[src/rtl/fft_ram_writer_pkg.sv]
// ---------------------------------------------------------------------------
// fft_pkg
// Shared constants, FSM state type and the address bit-reverse helper for the
// write side of the channel FFT RAM.
// ---------------------------------------------------------------------------
package fft_pkg;

    localparam int N_POINTS = 1024;          // entries per frame
    localparam int ADDR_W   = 10;            // log2(N_POINTS)
    localparam int IN_W     = 16;            // signed input component width
    localparam int OUT_W    = 14;            // signed stored component width
    localparam int SHIFT    = 2;             // arithmetic right shift before saturation
    localparam int CPLX_W   = 2 * OUT_W;     // RAM word {real, imag}

    typedef enum logic [1:0] {
        FILL,
        FLUSH,
        WAIT
    } state_t;

    // Mirror the address bits: natural-order index -> bit-reversed slot.
    function automatic logic [ADDR_W-1:0] bitrev(input logic [ADDR_W-1:0] a);
        logic [ADDR_W-1:0] r;
        for (int k = 0; k < ADDR_W; k++) begin
            r[k] = a[ADDR_W-1-k];
        end
        return r;
    endfunction

endpackage

[src/rtl/fft_ram_writer_if.sv]
// ---------------------------------------------------------------------------
// fft_ram_writer_if
// Valid/ready stream of complex FFT output samples.
//   in_valid  source -> sink  sample valid
//   in_ready  sink -> source  sink accepts the sample this cycle
//   in_real   source -> sink  signed real component (IN_W)
//   in_imag   source -> sink  signed imaginary component (IN_W)
//   in_last   source -> sink  final sample of the frame
// master = sample source, slave = fft_ram_writer.
// ---------------------------------------------------------------------------
interface fft_ram_writer_if;
    import fft_pkg::*;

    logic                   in_valid;
    logic                   in_ready;
    logic signed [IN_W-1:0] in_real;
    logic signed [IN_W-1:0] in_imag;
    logic                   in_last;

    modport master (output in_valid, output in_real, output in_imag, output in_last,
                    input  in_ready);
    modport slave  (input  in_valid, input  in_real, input  in_imag, input  in_last,
                    output in_ready);
endinterface

[src/rtl/fft_ram_writer_sat_shift.sv]
// ---------------------------------------------------------------------------
// sat_shift
// Combinational scaler for one FFT component: arithmetic right shift by SHIFT,
// then saturate to a signed OUT_W result.
//   din   in   IN_W   signed input component
//   dout  out  OUT_W  scaled, saturated component
//   sat   out  1      high when dout was clipped to a rail
// ---------------------------------------------------------------------------
module sat_shift #(
    parameter int IN_W  = 16,
    parameter int OUT_W = 14,
    parameter int SHIFT = 2
) (
    input  logic signed [IN_W-1:0]  din,
    output logic signed [OUT_W-1:0] dout,
    output logic                    sat
);

    localparam logic signed [IN_W-1:0] MAX_V = IN_W'((1 <<< (OUT_W-1)) - 1);
    localparam logic signed [IN_W-1:0] MIN_V = IN_W'(-(1 <<< (OUT_W-1)));

    // Returns {sat_flag, value}.
    function automatic logic [OUT_W:0] sat_fn(input logic signed [IN_W-1:0] s);
        if (s > MAX_V) begin
            return {1'b1, MAX_V[OUT_W-1:0]};
        end else if (s < MIN_V) begin
            return {1'b1, MIN_V[OUT_W-1:0]};
        end
        return {1'b0, s[OUT_W-1:0]};
    endfunction

    logic signed [IN_W-1:0] shifted;
    logic [OUT_W:0]         res;

    assign shifted = din >>> SHIFT;
    assign res     = sat_fn(shifted);
    assign dout    = res[OUT_W-1:0];
    assign sat     = res[OUT_W];

endmodule

[src/rtl/fft_ram_writer.sv]
// ---------------------------------------------------------------------------
// fft_ram_writer
// Write side of the channel FFT RAM. Scales each accepted complex sample to
// 14-bit components, writes one N_POINTS-entry frame, then raises fftdone and
// keeps the RAM untouched until the reader reports detectdone (rising edge).
//   clk, reset_n  clock, asynchronous active-low reset
//   s_in          sample stream (fft_ram_writer_if.slave)
//   ramwe/ramwaddr/ramd  registered RAM write port, ramd = {real, imag}
//   fftdone       frame in RAM is valid for the reader
//   detectdone    reader finished its pass
//   frame_err     one-cycle pulse when in_last disagrees with the frame length
//   sat_count     saturated components this frame (sticky at 16'hFFFF)
// Build option: define BITREV_ADDR_EN to write at bitrev(count) instead of
// count, giving the bit-reversed layout the reader de-reverses.
// ---------------------------------------------------------------------------
module fft_ram_writer
    import fft_pkg::*;
(
    input  logic                  clk,
    input  logic                  reset_n,
    fft_ram_writer_if.slave       s_in,
    output logic                  ramwe,
    output logic [ADDR_W-1:0]     ramwaddr,
    output logic [CPLX_W-1:0]     ramd,
    output logic                  fftdone,
    input  logic                  detectdone,
    output logic                  frame_err,
    output logic [15:0]           sat_count
);

    state_t              state_q, state_d;
    logic [ADDR_W-1:0]   count_q, count_d;
    logic                in_ready_q, in_ready_d;
    logic                ramwe_q, ramwe_d;
    logic [ADDR_W-1:0]   ramwaddr_q, ramwaddr_d;
    logic [CPLX_W-1:0]   ramd_q, ramd_d;
    logic                fftdone_q, fftdone_d;
    logic                frame_err_q, frame_err_d;
    logic [15:0]         sat_count_q, sat_count_d;
    logic                det_q, det_d;

    logic signed [OUT_W-1:0] re_s, im_s;
    logic                    re_sat, im_sat;
    logic                    accept, last_slot;
    logic [16:0]             sat_sum;
    logic [ADDR_W-1:0]       waddr;

    sat_shift #(.IN_W(IN_W), .OUT_W(OUT_W), .SHIFT(SHIFT)) u_sat_re (
        .din (s_in.in_real),
        .dout(re_s),
        .sat (re_sat)
    );

    sat_shift #(.IN_W(IN_W), .OUT_W(OUT_W), .SHIFT(SHIFT)) u_sat_im (
        .din (s_in.in_imag),
        .dout(im_s),
        .sat (im_sat)
    );

`ifdef BITREV_ADDR_EN
    assign waddr = bitrev(count_q);
`else
    assign waddr = count_q;
`endif

    assign accept    = s_in.in_valid && in_ready_q;
    assign last_slot = (count_q == ADDR_W'(N_POINTS - 1));
    assign sat_sum   = {1'b0, sat_count_q} + 17'(re_sat) + 17'(im_sat);

    always_comb begin
        state_d     = state_q;
        count_d     = count_q;
        ramwe_d     = 1'b0;
        ramwaddr_d  = ramwaddr_q;
        ramd_d      = ramd_q;
        frame_err_d = 1'b0;
        sat_count_d = sat_count_q;
        det_d       = detectdone;

        case (state_q)
            FILL: begin
                if (accept) begin
                    ramwe_d     = 1'b1;
                    ramwaddr_d  = waddr;
                    ramd_d      = {re_s, im_s};
                    sat_count_d = sat_sum[16] ? 16'hFFFF : sat_sum[15:0];
                    // Length mismatch in either direction is flagged; only a
                    // full-length frame ever proceeds to the reader.
                    frame_err_d = s_in.in_last != last_slot;
                    if (last_slot) begin
                        count_d = '0;
                        state_d = FLUSH;
                    end else if (s_in.in_last) begin
                        count_d = '0;
                    end else begin
                        count_d = count_q + ADDR_W'(1);
                    end
                end
            end
            FLUSH: begin
                state_d = WAIT;
            end
            WAIT: begin
                // Edge-triggered release: a detectdone left high from the
                // previous pass must not release a fresh frame.
                if (detectdone && !det_q) begin
                    state_d     = FILL;
                    sat_count_d = '0;
                end
            end
            default: begin
                state_d = FILL;
            end
        endcase

        in_ready_d = (state_d == FILL);
        fftdone_d  = (state_d == WAIT);
    end

    always_ff @(posedge clk or negedge reset_n) begin
        if (!reset_n) begin
            state_q     <= FILL;
            count_q     <= '0;
            in_ready_q  <= 1'b0;
            ramwe_q     <= 1'b0;
            ramwaddr_q  <= '0;
            ramd_q      <= '0;
            fftdone_q   <= 1'b0;
            frame_err_q <= 1'b0;
            sat_count_q <= '0;
            det_q       <= 1'b0;
        end else begin
            state_q     <= state_d;
            count_q     <= count_d;
            in_ready_q  <= in_ready_d;
            ramwe_q     <= ramwe_d;
            ramwaddr_q  <= ramwaddr_d;
            ramd_q      <= ramd_d;
            fftdone_q   <= fftdone_d;
            frame_err_q <= frame_err_d;
            sat_count_q <= sat_count_d;
            det_q       <= det_d;
        end
    end

    assign s_in.in_ready = in_ready_q;
    assign ramwe         = ramwe_q;
    assign ramwaddr      = ramwaddr_q;
    assign ramd          = ramd_q;
    assign fftdone       = fftdone_q;
    assign frame_err     = frame_err_q;
    assign sat_count     = sat_count_q;

endmodule
[src/flat_wrapper.sv]
// flat-port wrapper written by rule: the top's interface ports become plain ports
module fft_ram_writer_flat import fft_pkg::*;
  (clk, reset_n, ramwe, ramwaddr, ramd, fftdone, detectdone, frame_err, sat_count, s_in_in_valid, s_in_in_real, s_in_in_imag, s_in_in_last, s_in_in_ready);
  fft_ram_writer_if s_in_i ();
  input  logic clk;
  input  logic reset_n;
  output logic ramwe;
  output logic [ADDR_W-1:0] ramwaddr;
  output logic [CPLX_W-1:0] ramd;
  output logic fftdone;
  input  logic detectdone;
  output logic frame_err;
  output logic [15:0] sat_count;
  input wire logic [$bits(s_in_i.in_valid)-1:0] s_in_in_valid;
  input wire logic [$bits(s_in_i.in_real)-1:0] s_in_in_real;
  input wire logic [$bits(s_in_i.in_imag)-1:0] s_in_in_imag;
  input wire logic [$bits(s_in_i.in_last)-1:0] s_in_in_last;
  output wire logic [$bits(s_in_i.in_ready)-1:0] s_in_in_ready;
  assign s_in_i.in_valid = s_in_in_valid;
  assign s_in_i.in_real = s_in_in_real;
  assign s_in_i.in_imag = s_in_in_imag;
  assign s_in_i.in_last = s_in_in_last;
  assign s_in_in_ready = s_in_i.in_ready;
  fft_ram_writer u_core (.clk(clk), .reset_n(reset_n), .s_in(s_in_i), .ramwe(ramwe), .ramwaddr(ramwaddr), .ramd(ramd), .fftdone(fftdone), .detectdone(detectdone), .frame_err(frame_err), .sat_count(sat_count));
endmodule
[config.mk]
export PLATFORM = sky130hd
export DESIGN_NAME = fft_ram_writer_flat
export DESIGN_NICKNAME = d
export VERILOG_FILES = /design/src/rtl/fft_ram_writer_pkg.sv /design/src/rtl/fft_ram_writer_if.sv /design/src/rtl/fft_ram_writer_sat_shift.sv /design/src/rtl/fft_ram_writer.sv /design/src/flat_wrapper.sv
export SDC_FILE = /design/constraint.sdc
export NUM_CORES = 1
export LEC_CHECK = 0
export ABC_AREA = 1
export ABC_CLOCK_PERIOD_IN_PS = 3400
export BUFFER_PORTS_ARGS = -buffer_cell sky130_fd_sc_hd__buf_2
export CAP_MARGIN = 20
export CELL_PAD_IN_SITES_DETAIL_PLACEMENT = 0
export CELL_PAD_IN_SITES_GLOBAL_PLACEMENT = 1
export CORE_MARGIN = 10
export CORE_UTILIZATION = 30
export CTS_BUF_LIST = sky130_fd_sc_hd__clkbuf_4 sky130_fd_sc_hd__clkbuf_8 sky130_fd_sc_hd__clkbuf_16
export CTS_CLUSTER_SIZE = 20
export DETAILED_ROUTE_END_ITERATION = 7
export PLACE_DENSITY = 0.72
export SLEW_MARGIN = 20
export SYNTH_ARGS = -nofsm -noshare
export SYNTH_HDL_FRONTEND = slang
export SYNTH_SLANG_ARGS = --single-unit
[constraint.sdc]
create_clock -name clk -period 3.4 [get_ports clk]
set_clock_uncertainty 0.2 [all_clocks]
set_input_delay 0.51 -clock clk [delete_from_list [all_inputs] [get_ports clk]]
set_output_delay 0.51 -clock clk [all_outputs]
set_load 0.01 [all_outputs]
# [Word-level counts from Yosys, hierarchy flattened]
# Cells that the tools add are included.
[word_totals] regBits=71 inputBits=37 output_inout_bits=58 wordCells=56
[classes] n_addsub=3 n_lt_le_gt_ge=4 eq_ne=7 mux=24 reduce_logical=8
[op_table] op="15-bit two-way mux" n=6
[op_table] op="16-bit two-way mux" n=3
[op_table] op="16-bit case mux with 2 select lines" n=1
[op_table] op="14-bit greater-than comparator, second input constant" n=2
[op_table] op="14-bit < comparator, second input constant" n=2
[op_table] op="10-bit two-way mux" n=2
[op_table] op="16-bit by 1-bit adder with 17-bit output" n=1
[op_table] op="17-bit by 1-bit adder with 17-bit output" n=1
[op_table] op="10-bit by 1-bit adder with 10-bit output, second input constant" n=1
[op_table] op="10-bit == test, second input constant" n=1
[op_table] op="1-bit two-way mux" n=8
[op_table] op="2-bit two-way mux" n=3
[op_table] op="2-bit case mux with 3 select lines" n=1
[op_table] op="2-bit == test, second input constant" n=2
[op_table] op="2-bit zero test" n=2
[op_table] op="2-bit by 1-bit inequality test with 1-bit output, second input constant" n=2
[op_table] op="3-bit AND reduction" n=1
[op_table] op="2-bit by 1-bit == test with 1-bit output, second input constant" n=1
[op_table] op="1-bit logical AND" n=2
[op_table] op="2-bit AND reduction" n=1
[op_table] op="2-bit nonzero test" n=1
[op_table] op="1-bit zero test" n=1
[op_table] op="1-bit inequality test" n=1

# [Depth between registers and ports, before layout]
# Gate-level depths: netlist (run 1).
[depth] ltp_word=9 mapped_depth=11 ltp_nobuf=11

# [Modules after synthesis]
# From an unflattened synthesis (run 1), not the netlist that was laid out.
[hier_totals] cells_unflattened=435 area_unflattened_um2=3387.0
[by_module_without_submodules] module="fft_ram_writer" instances=1 cells_each=403 area_each_um2=3259.4 seq_area_each_um2=1776.7
[by_module_without_submodules] module="sat_shift" instances=2 cells_each=16 area_each_um2=63.8 seq_area_each_um2=0.0

# [Worst setup path before layout (run 1)]
# OpenSTA, ideal clock, no wires.
[synth_timing] path_type="input port to flip-flop" start="input port s_in_in_valid" end="register u_core.count_q[9]" setup_time_ps=120 arrival_time_ps=1177 required_ps=3080 path_slack_ps=1903 stages=7 n_path_buf=0 cell_sequence="nand2_1 -> inv_1 -> nand2_1 -> nor2_1 -> nand3_1 -> o21ai_0 -> nor2_1"
[synth_via] elab_chain_len=2
[synth_rtl] item="start, declared" line="flat_wrapper.sv:14" text="input wire logic [$bits(s_in_i.in_valid)-1:0] s_in_in_valid;"
[synth_rtl] item="1-bit logical AND" line="fft_ram_writer.sv:66" text="assign accept = s_in.in_valid && in_ready_q;"
[synth_rtl] item="2-bit AND reduction (no source line)"
[synth_rtl] item="end signal, assigned" line="fft_ram_writer.sv:134" text="count_q <= count_d;"
[synth_rtl] item="end, declared" line="fft_ram_writer.sv:32" text="logic [ADDR_W-1:0] count_q, count_d;"
# Every way passes these cells.
# A chain may end at the register's enable or synchronous reset.

# [Final worst setup path (run 1)]
[layout_timing] start="register u_core.in_ready_q, in the netlist u_core.s_in.in_ready" end="register u_core.sat_count_q[5], in the netlist u_core.sat_count[5]"
[layout_via] elab_chain_len=3
[layout_rtl] item="start, declared" line="fft_ram_writer.sv:33" text="logic in_ready_q, in_ready_d;"
[layout_rtl] item="start signal, assigned" line="fft_ram_writer.sv:135" text="in_ready_q <= in_ready_d;"
[layout_rtl] item="1-bit logical AND" line="fft_ram_writer.sv:66"
[layout_rtl] item="2-bit by 1-bit inequality test with 1-bit output (no source line)"
[layout_rtl] item="3-bit AND reduction (no source line)"
[layout_rtl] item="end signal, assigned" line="fft_ram_writer.sv:141" text="sat_count_q <= sat_count_d;"
[layout_rtl] item="end, declared" line="fft_ram_writer.sv:39" text="logic [15:0] sat_count_q, sat_count_d;"
# Every way passes these cells.

==> metrics.md, run 1 <==
| Metric | Value |
|---|---|
| First-pass GRT wire length | `14.8 mm` |
| Die Width | `125 µm` |
| Final hold vios | `0` |
| Critical path type | `flop to flop` |
| CP max FO | `30` |
| Drt drc | `0` |
| Final setup viols | `0` |
| Slew HR | `52.6%` |
| Synth Area in Compound Gates | `5.43%` |
| Fmax | `496 MHz` |
| CTS tree | `built` |
| Max VDD drop | `261 µV` |
| FF+latch count, synth | `71` |
| Top_reg_cell synth | `dfrtp_1` |
| 1st-iter DRT viols | `157` |
| Placeable Area | `10800 µm²` |
| Post-synth EDFFs | `0` |
| Clock slew at reported path FFs | `0.08 ns` |
| Power Dens Cells | `482 nW/µm²` |
| Max Cap Viol | `0` |
| Die ar. | `15600 µm²` |
| Mux contribution to synthesized area | `0%` |
| Share of layout cells above drive strength 1 | `25.6%` |
| Antenna Nets Post-Route | `0` |
| Synth Warn # | `0` |
| Vias in the first global route | `3098` |
| DP HPWL | `6.37 mm` |
| Via-to-Cell Ratio | `4.45` |
| Final Max Slew Viols | `0` |
| Setup slack at placement | `1.08 ns` |
| Hold slack | `0.0267 ns` |
| Synth Area in Simple Gates | `33.0%` |
| Syn_area_per_cell | `7.92 µm²` |
| WL/cell | `13.1 µm` |
| Final worst path period share | `59.3%` |
| Vias | `2913` |
| I/O Buffers | `90` |
| Ys async rst share | `100%` |
| Initial antenna violation count | `1` |
| Num ports | `95` |
| Skew-Pair Late Insertion Delay | `0.33 ns` |
| Post-CTS sizing | `0` |
| Required @ worst endpoint | `3.47 ns` |
| Startpoint types | `flop` |
| CTS buffer count | `9` |
| Worst-Margin Slew | `0.712 ns` |
| Count of nets after finishing | `551` |
| RSZ-0062 raised after global routing | `no` |
| WL final | `8.60 mm` |
| DR pass1 iterations | `4` |
| Synth Area in XOR/XNOR | `0.532%` |
| Antenna Cells | `0` |
| CP max stage cell | `nand2_2` |
| CP Data Arrival Time | `2.08 ns` |
| # clock sinks | `71` |
| Total gr overflow | `0` |
| Clock Path Buffers | `2` |
| Final Core Density | `37.9%` |
| CP max stage delay | `0.41 ns` |
| Synth Cell Area | `3290 µm²` |
| Layout Cells excl Fill | `655` |
| Gate Count Post-Synth | `416` |
| Leak pwr | `2.26 nW` |
| Clock root buffer | `clkbuf_8` |
| Outcome | `finished clean` |
| Crit-path cells | `nand2_1, inv_1, nand2_2, nand2_1, inv_2, nand2_1, nand2_1` |
| CTS H-tree lvls | `3` |
| Design area | `4090 µm²` |
| Most Frequent Cell on Critical Path | `nand2_1` |
| Die Ht | `125 µm` |
| # rows | `38` |
| Tot Pwr | `1.97 mW` |
| Initial Util | `30.5%` |
| Worst Slack Setup Final | `1.38 ns` |
| Synth Area in Adders | `1.37%` |
| Postcts setup bufs | `0` |
| Dpl cells | `640` |
| Layout area overhead | `24.1%` |
| Setup_tns | `0 ns` |
| RePlAce Congestion | `0.775` |
| # hold bufs at CTS | `0` |
| Largest net degree at the start of global routing | `32` |
| Setup crit end kind | `flop` |
| Total track usage | `11.2%` |
| Main combinational cell family by area after synthesis | `simple AND/OR/NAND/NOR gates` |
| Sequential share of the synthesized area | `54.0%` |
| Instance area at placement | `3900 µm²` |
| Hold Crit Class | `input pin to async pin` |
| Synth unique cells | `29` |
| Period minus WS final | `2.02 ns` |
-- synth_stat cells, types with 2 or more instances --
cell	instances	area [µm²]
nand3_2	2	20.0
nand2_1	195	732
nor2_4	2	22.5
o21ai_0	16	80.1
ha_1	2	25.0
clkbuf_1	2	7.51
o21ai_1	6	30.0
nand3_1	18	90.1
a21oi_1	2	10.0
nor2_2	5	31.3
dfrtp_1	71	1780
buf_2	7	35.0
buf_4	2	15.0
nor2_1	34	128
o21ai_2	6	52.6
nand4_1	5	31.3
inv_2	4	15.0
inv_1	26	97.6
-- cell usage in the layout (no fill, tap or decap), types with 6 or more instances in the layout --
cell	count
inv_1	26
dfrtp_1	71
nand2_1	194
nor2_1	33
clkbuf_8	9
o21ai_2	6
buf_2	90
o21ai_0	16
nand3_1	18
o21ai_1	6
-- area by class of cell --
type	count	area, µm²
flip-flops and latches	71	1780
fillers	1145	6710
repair buffers	95	488
clock buffers	11	139
clock inverters	4	47.5
well taps	140	175
inverters	31	116
multi-input cells	303	1350
-- worst paths after layout --
kind | start | end | slack (ns) | cells after the start
max | u_core.s_in.in_ready | u_core.sat_count[5] | 1.38 | 7
min | reset_n | u_core.count_q[4] | 0.03 | 1
max reg2reg | u_core.s_in.in_ready | u_core.sat_count[5] | 1.38 | 7
min reg2reg | u_core.ramd[21] | u_core.ramd[21] | 0.28 | 2
max in group asynchronous | reset_n | u_core.ramd[18] | 2.21 | 2
min in group clk | detectdone | u_core.det_q | 0.10 | 1
-- logic make-up after synthesis --
| logic type | Yosys count |
|---|---|
| simple gates | 265 |
| flops | 71 |
| buf+inv | 43 |
| compound gates | 31 |
| fa+ha+maj | 3 |
| xor+xnor | 2 |
| other cells | 1 |
-- state kept, by name (all words and copies together) (netlist names) --
register / flops
u_core.ramwaddr: 10
u_core.count_q: 10
u_core.frame_err: 1
u_core.ramwe: 1
u_core.state_q: 2
u_core.det_q: 1
u_core.fftdone: 1
u_core.ramd: 28
u_core.sat_count: 16
u_core.s_in.in_ready: 1
-- metal layers --
layer  up-vias  routed length, µm  GRT usage [%]
li1       1475                  -              -
met1      1353               3900           13.9
met2        82               3810           17.1
met3         3                869           5.11
met4         0                 21           2.67
met5         -                  0              0
-- power by group --
part | internal (mW) | switching [mW]
registers | 0.920 | 0.0701
logic | 0.129 | 0.198
clock network | 0.349 | 0.303
-- critical path, delay by kind of cell, from the launching register on --
family,cells,cell delay [ns]
AND/OR/NAND/NOR,5,1.04
flip-flops,1,0.37
buffers and inverters,2,0.33
(Power assumes the default switching activity.)
==> run 2, diff against run 1 <==
--- a/config.mk
+++ b/config.mk
@@ -6,7 +6,7 @@
 export NUM_CORES = 1
 export LEC_CHECK = 0
 export ABC_AREA = 1
-export ABC_CLOCK_PERIOD_IN_PS = 3400
+export ABC_CLOCK_PERIOD_IN_PS = 2000
 export BUFFER_PORTS_ARGS = -buffer_cell sky130_fd_sc_hd__buf_2
 export CAP_MARGIN = 20
 export CELL_PAD_IN_SITES_DETAIL_PLACEMENT = 0
==> constraint.sdc (replaced) <==
create_clock -name clk -period 2 [get_ports clk]
set_clock_uncertainty 0.2 [all_clocks]
set_input_delay 0.3 -clock clk [delete_from_list [all_inputs] [get_ports clk]]
set_output_delay 0.3 -clock clk [all_outputs]
set_load 0.01 [all_outputs]
==> run 2 against run 1 <==
Against the previous run:
- combinational power increased by 86%
- final area is 8.5% higher
- final cell count grew 4.9%
- count of clock-buffer cells in the layout is 2 higher
- critical path depth is the same
- global-route usage increased by 0.32 points
- sequential cell count unchanged
- register-to-register slack worse by 1.1 ns
- sequential share of layout area shrank 3.4 points
- non-clock buffer count grew 31
==> metrics.md, run 2 (synthesis results as in run 1) <==
| Metric | Value |
|---|---|
| Clock slew at reported path FFs | `0.07 ns` |
| Dpl cells | `641` |
| Initial antenna violation count | `1` |
| RSZ-0062 raised after global routing | `no` |
| Worst Slack Setup Final | `0.277 ns` |
| Postcts setup bufs | `0` |
| CP max stage delay | `0.38 ns` |
| Reg2Reg Depth | `7` |
| Power Dens Cells | `788 nW/µm²` |
| I/O Buffers | `90` |
| Clock Path Buffers | `2` |
| Max FFs per register | `28` |
| Clock root buffer | `clkbuf_8` |
| Layout Cells excl Fill | `687` |
| CTS buffer count | `9` |
| Leak pwr | `2.41 nW` |
| Final setup viols | `0` |
| Antenna Nets Post-Route | `0` |
| Final worst path period share | `86.1%` |
| Commonest non-fill, non-tap cell in the layout | `nand2_1` |
| Via-to-Cell Ratio | `4.36` |
| # rows | `38` |
| Max Cap Viol | `0` |
| FF-to-FF End | `u_core.sat_count[5]` |
| Vias in the first global route | `3124` |
| First-pass GRT wire length | `15.2 mm` |
| Setup_tns | `0 ns` |
| Period minus WS final | `1.72 ns` |
| Startpoint types | `flop` |
| Hold slack | `0.136 ns` |
| Reg2Reg Setup Slack | `0.28 ns` |
| # clock sinks | `71` |
| Outcome | `finished clean` |
| Setup slack at placement | `0.229 ns` |
| Hold_sp | `s_in_in_last` |
| Placeable Area | `10800 µm²` |
| Drt drc | `0` |
| Die Width | `125 µm` |
| Die ar. | `15600 µm²` |
| FILL cells | `1103` |
| Share of layout cells above drive strength 1 | `24.5%` |
| Most frequent cells in the layout | `194 x nand2_1, 90 x buf_2, 71 x dfrtp_1` |
| Initial Util | `30.5%` |
| Hold depth | `4` |
| Critical path type | `flop to flop` |
| Max VDD drop | `468 µV` |
| Num ports | `95` |
| DP HPWL | `6.22 mm` |
| Crit-path cells | `nand2_1, inv_1, nand2_2, nand2_1, inv_2, nand2_1, nand2_1` |
| Post-CTS sizing | `0` |
| CP max FO | `13` |
| WL final | `8.94 mm` |
| Layout area overhead | `34.7%` |
| Final Core Density | `41.1%` |
| Hold Crit Class | `input pin to flop` |
| Skew-Pair Late Insertion Delay | `0.33 ns` |
| Min-Delay Endpoint | `u_core.frame_err` |
| DR pass1 iterations | `4` |
| Setup crit end kind | `flop` |
| CTS H-tree lvls | `3` |
| CP max stage cell | `dfrtp_1` |
| CP Data Arrival Time | `1.79 ns` |
| Reg-to-reg startpoint | `u_core.s_in.in_ready` |
| Final Max Slew Viols | `0` |
| Crit path from | `u_core.s_in.in_ready` |
| WL/cell | `13.0 µm` |
| Total gr overflow | `0` |
| CTS tree | `built` |
| Fmax | `581 MHz` |
| Most Frequent Cell on Critical Path | `nand2_1` |
| Count of nets after finishing | `582` |
| Total track usage | `11.5%` |
| Vias | `2994` |
| Largest net degree at the start of global routing | `72` |
| Die Ht | `125 µm` |
| Required @ worst endpoint | `2.07 ns` |
| Final hold vios | `0` |
| RePlAce Congestion | `0.720` |
| 1st-iter DRT viols | `133` |
| Antenna Cells | `0` |
## run 2: cell types whose count changed in the layout (fill, tap and decap cells not counted), sizes merged
cell	previous run	this run
clkinvlp	1	0
dlygate4sd3	0	30
buf	95	96
clkbuf	11	13
## run 2: routing by layer
metal / track usage (%) / share of wire, %
met4: 3.08 / 0.30
met2: 17.9 / 45
met3: 4.94 / 9.0
met1: 14.1 / 46
met5: 0 / 0
## run 2: repair_timing
action,in CTS,in global routing
hold endpoints to repair,100,0
setup endpoints to repair,0,0
hold buffers,30,0
## run 2: final cells by class
class	count	area, µm²	area share (%)
inverters	31	116	2.62
clock inverters	3	40.0	0.903
well taps	140	175	3.95
multi-input cells	303	1350	30.3
flip-flops and latches	71	1780	40.1
clock buffers	13	173	3.89
repair buffers	126	808	18.2
## run 2: critical path: cells and delay by family (launching register included)
family	cells	cell delay (ns)
AND/OR/NAND/NOR	5	0.75
flip-flops	1	0.38
buffers and inverters	2	0.33
## run 2: worst max-delay path by stage
stage,end
2_1_floorplan,u_core.count_q[3]
3_3_place_gp,u_core.sat_count[15]
3_5_place_dp,u_core.sat_count[15]
4_1_cts,u_core.sat_count[15]
5_1_grt,u_core.count_q[3]
6_report,u_core.sat_count[5]
## run 2: report_power, final
| part | switching [mW] | internal, mW | total [mW] |
|---|---|---|---|
| sequential | 0.117 | 1.56 | 1.68 |
| combinational | 0.345 | 0.262 | 0.607 |
| clock | 0.517 | 0.689 | 1.21 |
## run 2: per-stage QoR
step                      instance area, µm²  total power [mW]
after global routing                    4430              3.73
after CTS                               4430              3.57
final                                   4430              3.49
after floorplan                         3300              2.01
after detailed placement                3920              2.28
after global placement                  3920              2.26
==> run 3, diff against run 2 <==
--- a/config.mk
+++ b/config.mk
@@ -6,7 +6,7 @@
 export NUM_CORES = 1
 export LEC_CHECK = 0
 export ABC_AREA = 1
-export ABC_CLOCK_PERIOD_IN_PS = 2000
+export ABC_CLOCK_PERIOD_IN_PS = 2200
 export BUFFER_PORTS_ARGS = -buffer_cell sky130_fd_sc_hd__buf_2
 export CAP_MARGIN = 20
 export CELL_PAD_IN_SITES_DETAIL_PLACEMENT = 0
==> constraint.sdc (replaced) <==
create_clock -name clk -period 2.2 [get_ports clk]
set_clock_uncertainty 0.2 [all_clocks]
set_input_delay 0.33 -clock clk [delete_from_list [all_inputs] [get_ports clk]]
set_output_delay 0.33 -clock clk [all_outputs]
set_load 0.01 [all_outputs]
==> run 3 against run 2 <==
Against the previous run:
- via count is 0.80% higher
- clock power shrank 13%
- final cell count grew 0.15%
- die area stayed put
- worst setup slack gained 0.14 ns
- routed wire length grew 1.2%
- final area is 0.34% lower
- maximum frequency is 3.6% lower
- core utilization down 0.14 points
- register-to-register slack better by 0.14 ns
==> metrics.md, run 3 (synthesis results as in run 1) <==
| Metric | Value |
|---|---|
| Power Dens Cells | `708 nW/µm²` |
| CP Data Arrival Time | `1.80 ns` |
| FILL cells | `1106` |
| Multi-input logic area | `1350 µm²` |
| Clock root buffer | `clkbuf_8` |
| Hold Crit Class | `input pin to flop` |
| # rows | `38` |
| Largest net degree at the start of global routing | `26` |
| Leak pwr | `2.40 nW` |
| CTS H-tree lvls | `3` |
| Crit-path cells | `inv_1, nand2_1, nor2_4, nand2_1, nor2_2, nor2_2, inv_2, nor3_1` |
| I/O Buffers | `90` |
| Required @ worst endpoint | `2.22 ns` |
| RSZ-0062 raised after global routing | `no` |
| Outcome | `finished clean` |
| Antenna Cells | `0` |
| Skew-Pair Late Insertion Delay | `0.34 ns` |
| # clock sinks | `71` |
| Drt drc | `0` |
| CTS tree | `built` |
| Max FFs per register | `28` |
| Via-to-Cell Ratio | `4.39` |
| Period minus WS final | `1.79 ns` |
| CP max stage delay | `0.40 ns` |
| Final Max Slew Viols | `0` |
| Max VDD drop | `392 µV` |
| Final hold vios | `0` |
| Vias | `3018` |
| DR pass1 iterations | `4` |
| Setup crit end kind | `flop` |
| Layout area overhead | `34.2%` |
| Fmax | `560 MHz` |
| Setup slack at placement | `0.389 ns` |
| Final setup viols | `0` |
| Count of nets after finishing | `584` |
| CP max FO | `14` |
| Final worst path period share | `81.2%` |
| Die Ht | `125 µm` |
| 1st-iter DRT viols | `129` |
| # hold bufs at CTS | `30` |
| CP max stage cell | `dfrtp_1` |
| Die Width | `125 µm` |
| Startpoint types | `flop` |
| Total area of sequential cells | `1780 µm²` |
| Postcts setup bufs | `0` |
| Placeable Area | `10800 µm²` |
| Antenna Nets Post-Route | `0` |
| Most frequent cells in the layout | `194 x nand2_1, 90 x buf_2, 71 x dfrtp_1` |
| Clock Path Buffers | `2` |
| WL final | `9.05 mm` |
| Die ar. | `15600 µm²` |
| RePlAce Congestion | `0.758` |
| DP HPWL | `6.51 mm` |
| WL/cell | `13.1 µm` |
| Worst Slack Setup Final | `0.414 ns` |
| Total gr overflow | `0` |
| Critical path type | `flop to flop` |
| Max Cap Viol | `0` |
| Post-CTS sizing | `0` |
| Total track usage | `11.8%` |
| Initial Util | `30.5%` |
| Vias in the first global route | `3163` |
| CTS buffer count | `9` |
| Share of layout cells above drive strength 1 | `24.6%` |
| Clock slew at reported path FFs | `0.08 ns` |
| Num ports | `95` |
| First-pass GRT wire length | `15.6 mm` |
| Initial antenna violation count | `1` |
| Setup_tns | `0 ns` |
| Commonest non-fill, non-tap cell in the layout | `nand2_1` |
==> run 3: changes by cell type in the layout (fill, tap and decap cells not counted), sizes merged <==
cell / change
inv: +1
clkinvlp: +2
clkbuf: -4
buf: +2
==> run 3: per-stage QoR <==
step                hold slack, ns  instance area (µm²)  utilization, %  power, mW  cells
floorplan                   -0.166                 3300               -       1.82    417
global placement          -0.00342                 3920            36.4       2.06    643
detailed placement        -0.00477                 3920            36.4       2.07    643
CTS                          0.127                 4420            40.9       3.18    688
global route                 0.159                 4420            40.9       3.35    688
finish                       0.146                 4420            40.9       3.13    688
==> run 3: final timing paths <==
kind | from | to | slack, ns | depth (start not counted)
max in group asynchronous | reset_n | u_core.ramd[21] | 1.05 | 3
worst max register to register | u_core.state_q[0] | u_core.count_q[3] | 0.41 | 8
worst max-delay path | u_core.state_q[0] | u_core.count_q[3] | 0.41 | 8
worst min register to register | u_core.ramd[0] | u_core.ramd[0] | 0.28 | 2
min in group asynchronous | reset_n | u_core.sat_count[2] | 0.16 | 2
worst min-delay path | s_in_in_last | u_core.frame_err | 0.15 | 4
==> run 3: area by class of cell <==
type                       count  share of cell area [%]
multi-input combinational    303                    30.4
tap                          140                    3.96
sequential                    71                    40.2
clock buffer                   9                    2.80
timing repair buffer         128                    18.3
inverter                      31                    2.63
clock inverter                 6                    1.61
==> run 3: metal layers <==
metal  track usage [%]  part of all wire [%]
met5                 0                     0
met4              1.03                  0.36
met3              6.00                   8.7
met2              18.6                    45
met1              14.5                    46
==> run 3: power breakdown <==
group	switching [mW]	leakage [nW]	internal (mW)
Sequential	0.107	0.920	1.42
Clock	0.522	0.0919	0.525
Combinational	0.318	1.38	0.239
==> run 3: critical path, delay by kind of cell, from the launching register on <==
family                 cells  cell delay [ns]
buffers and inverters      2             0.18
flip-flops                 1             0.40
AND/OR/NAND/NOR            6             0.89
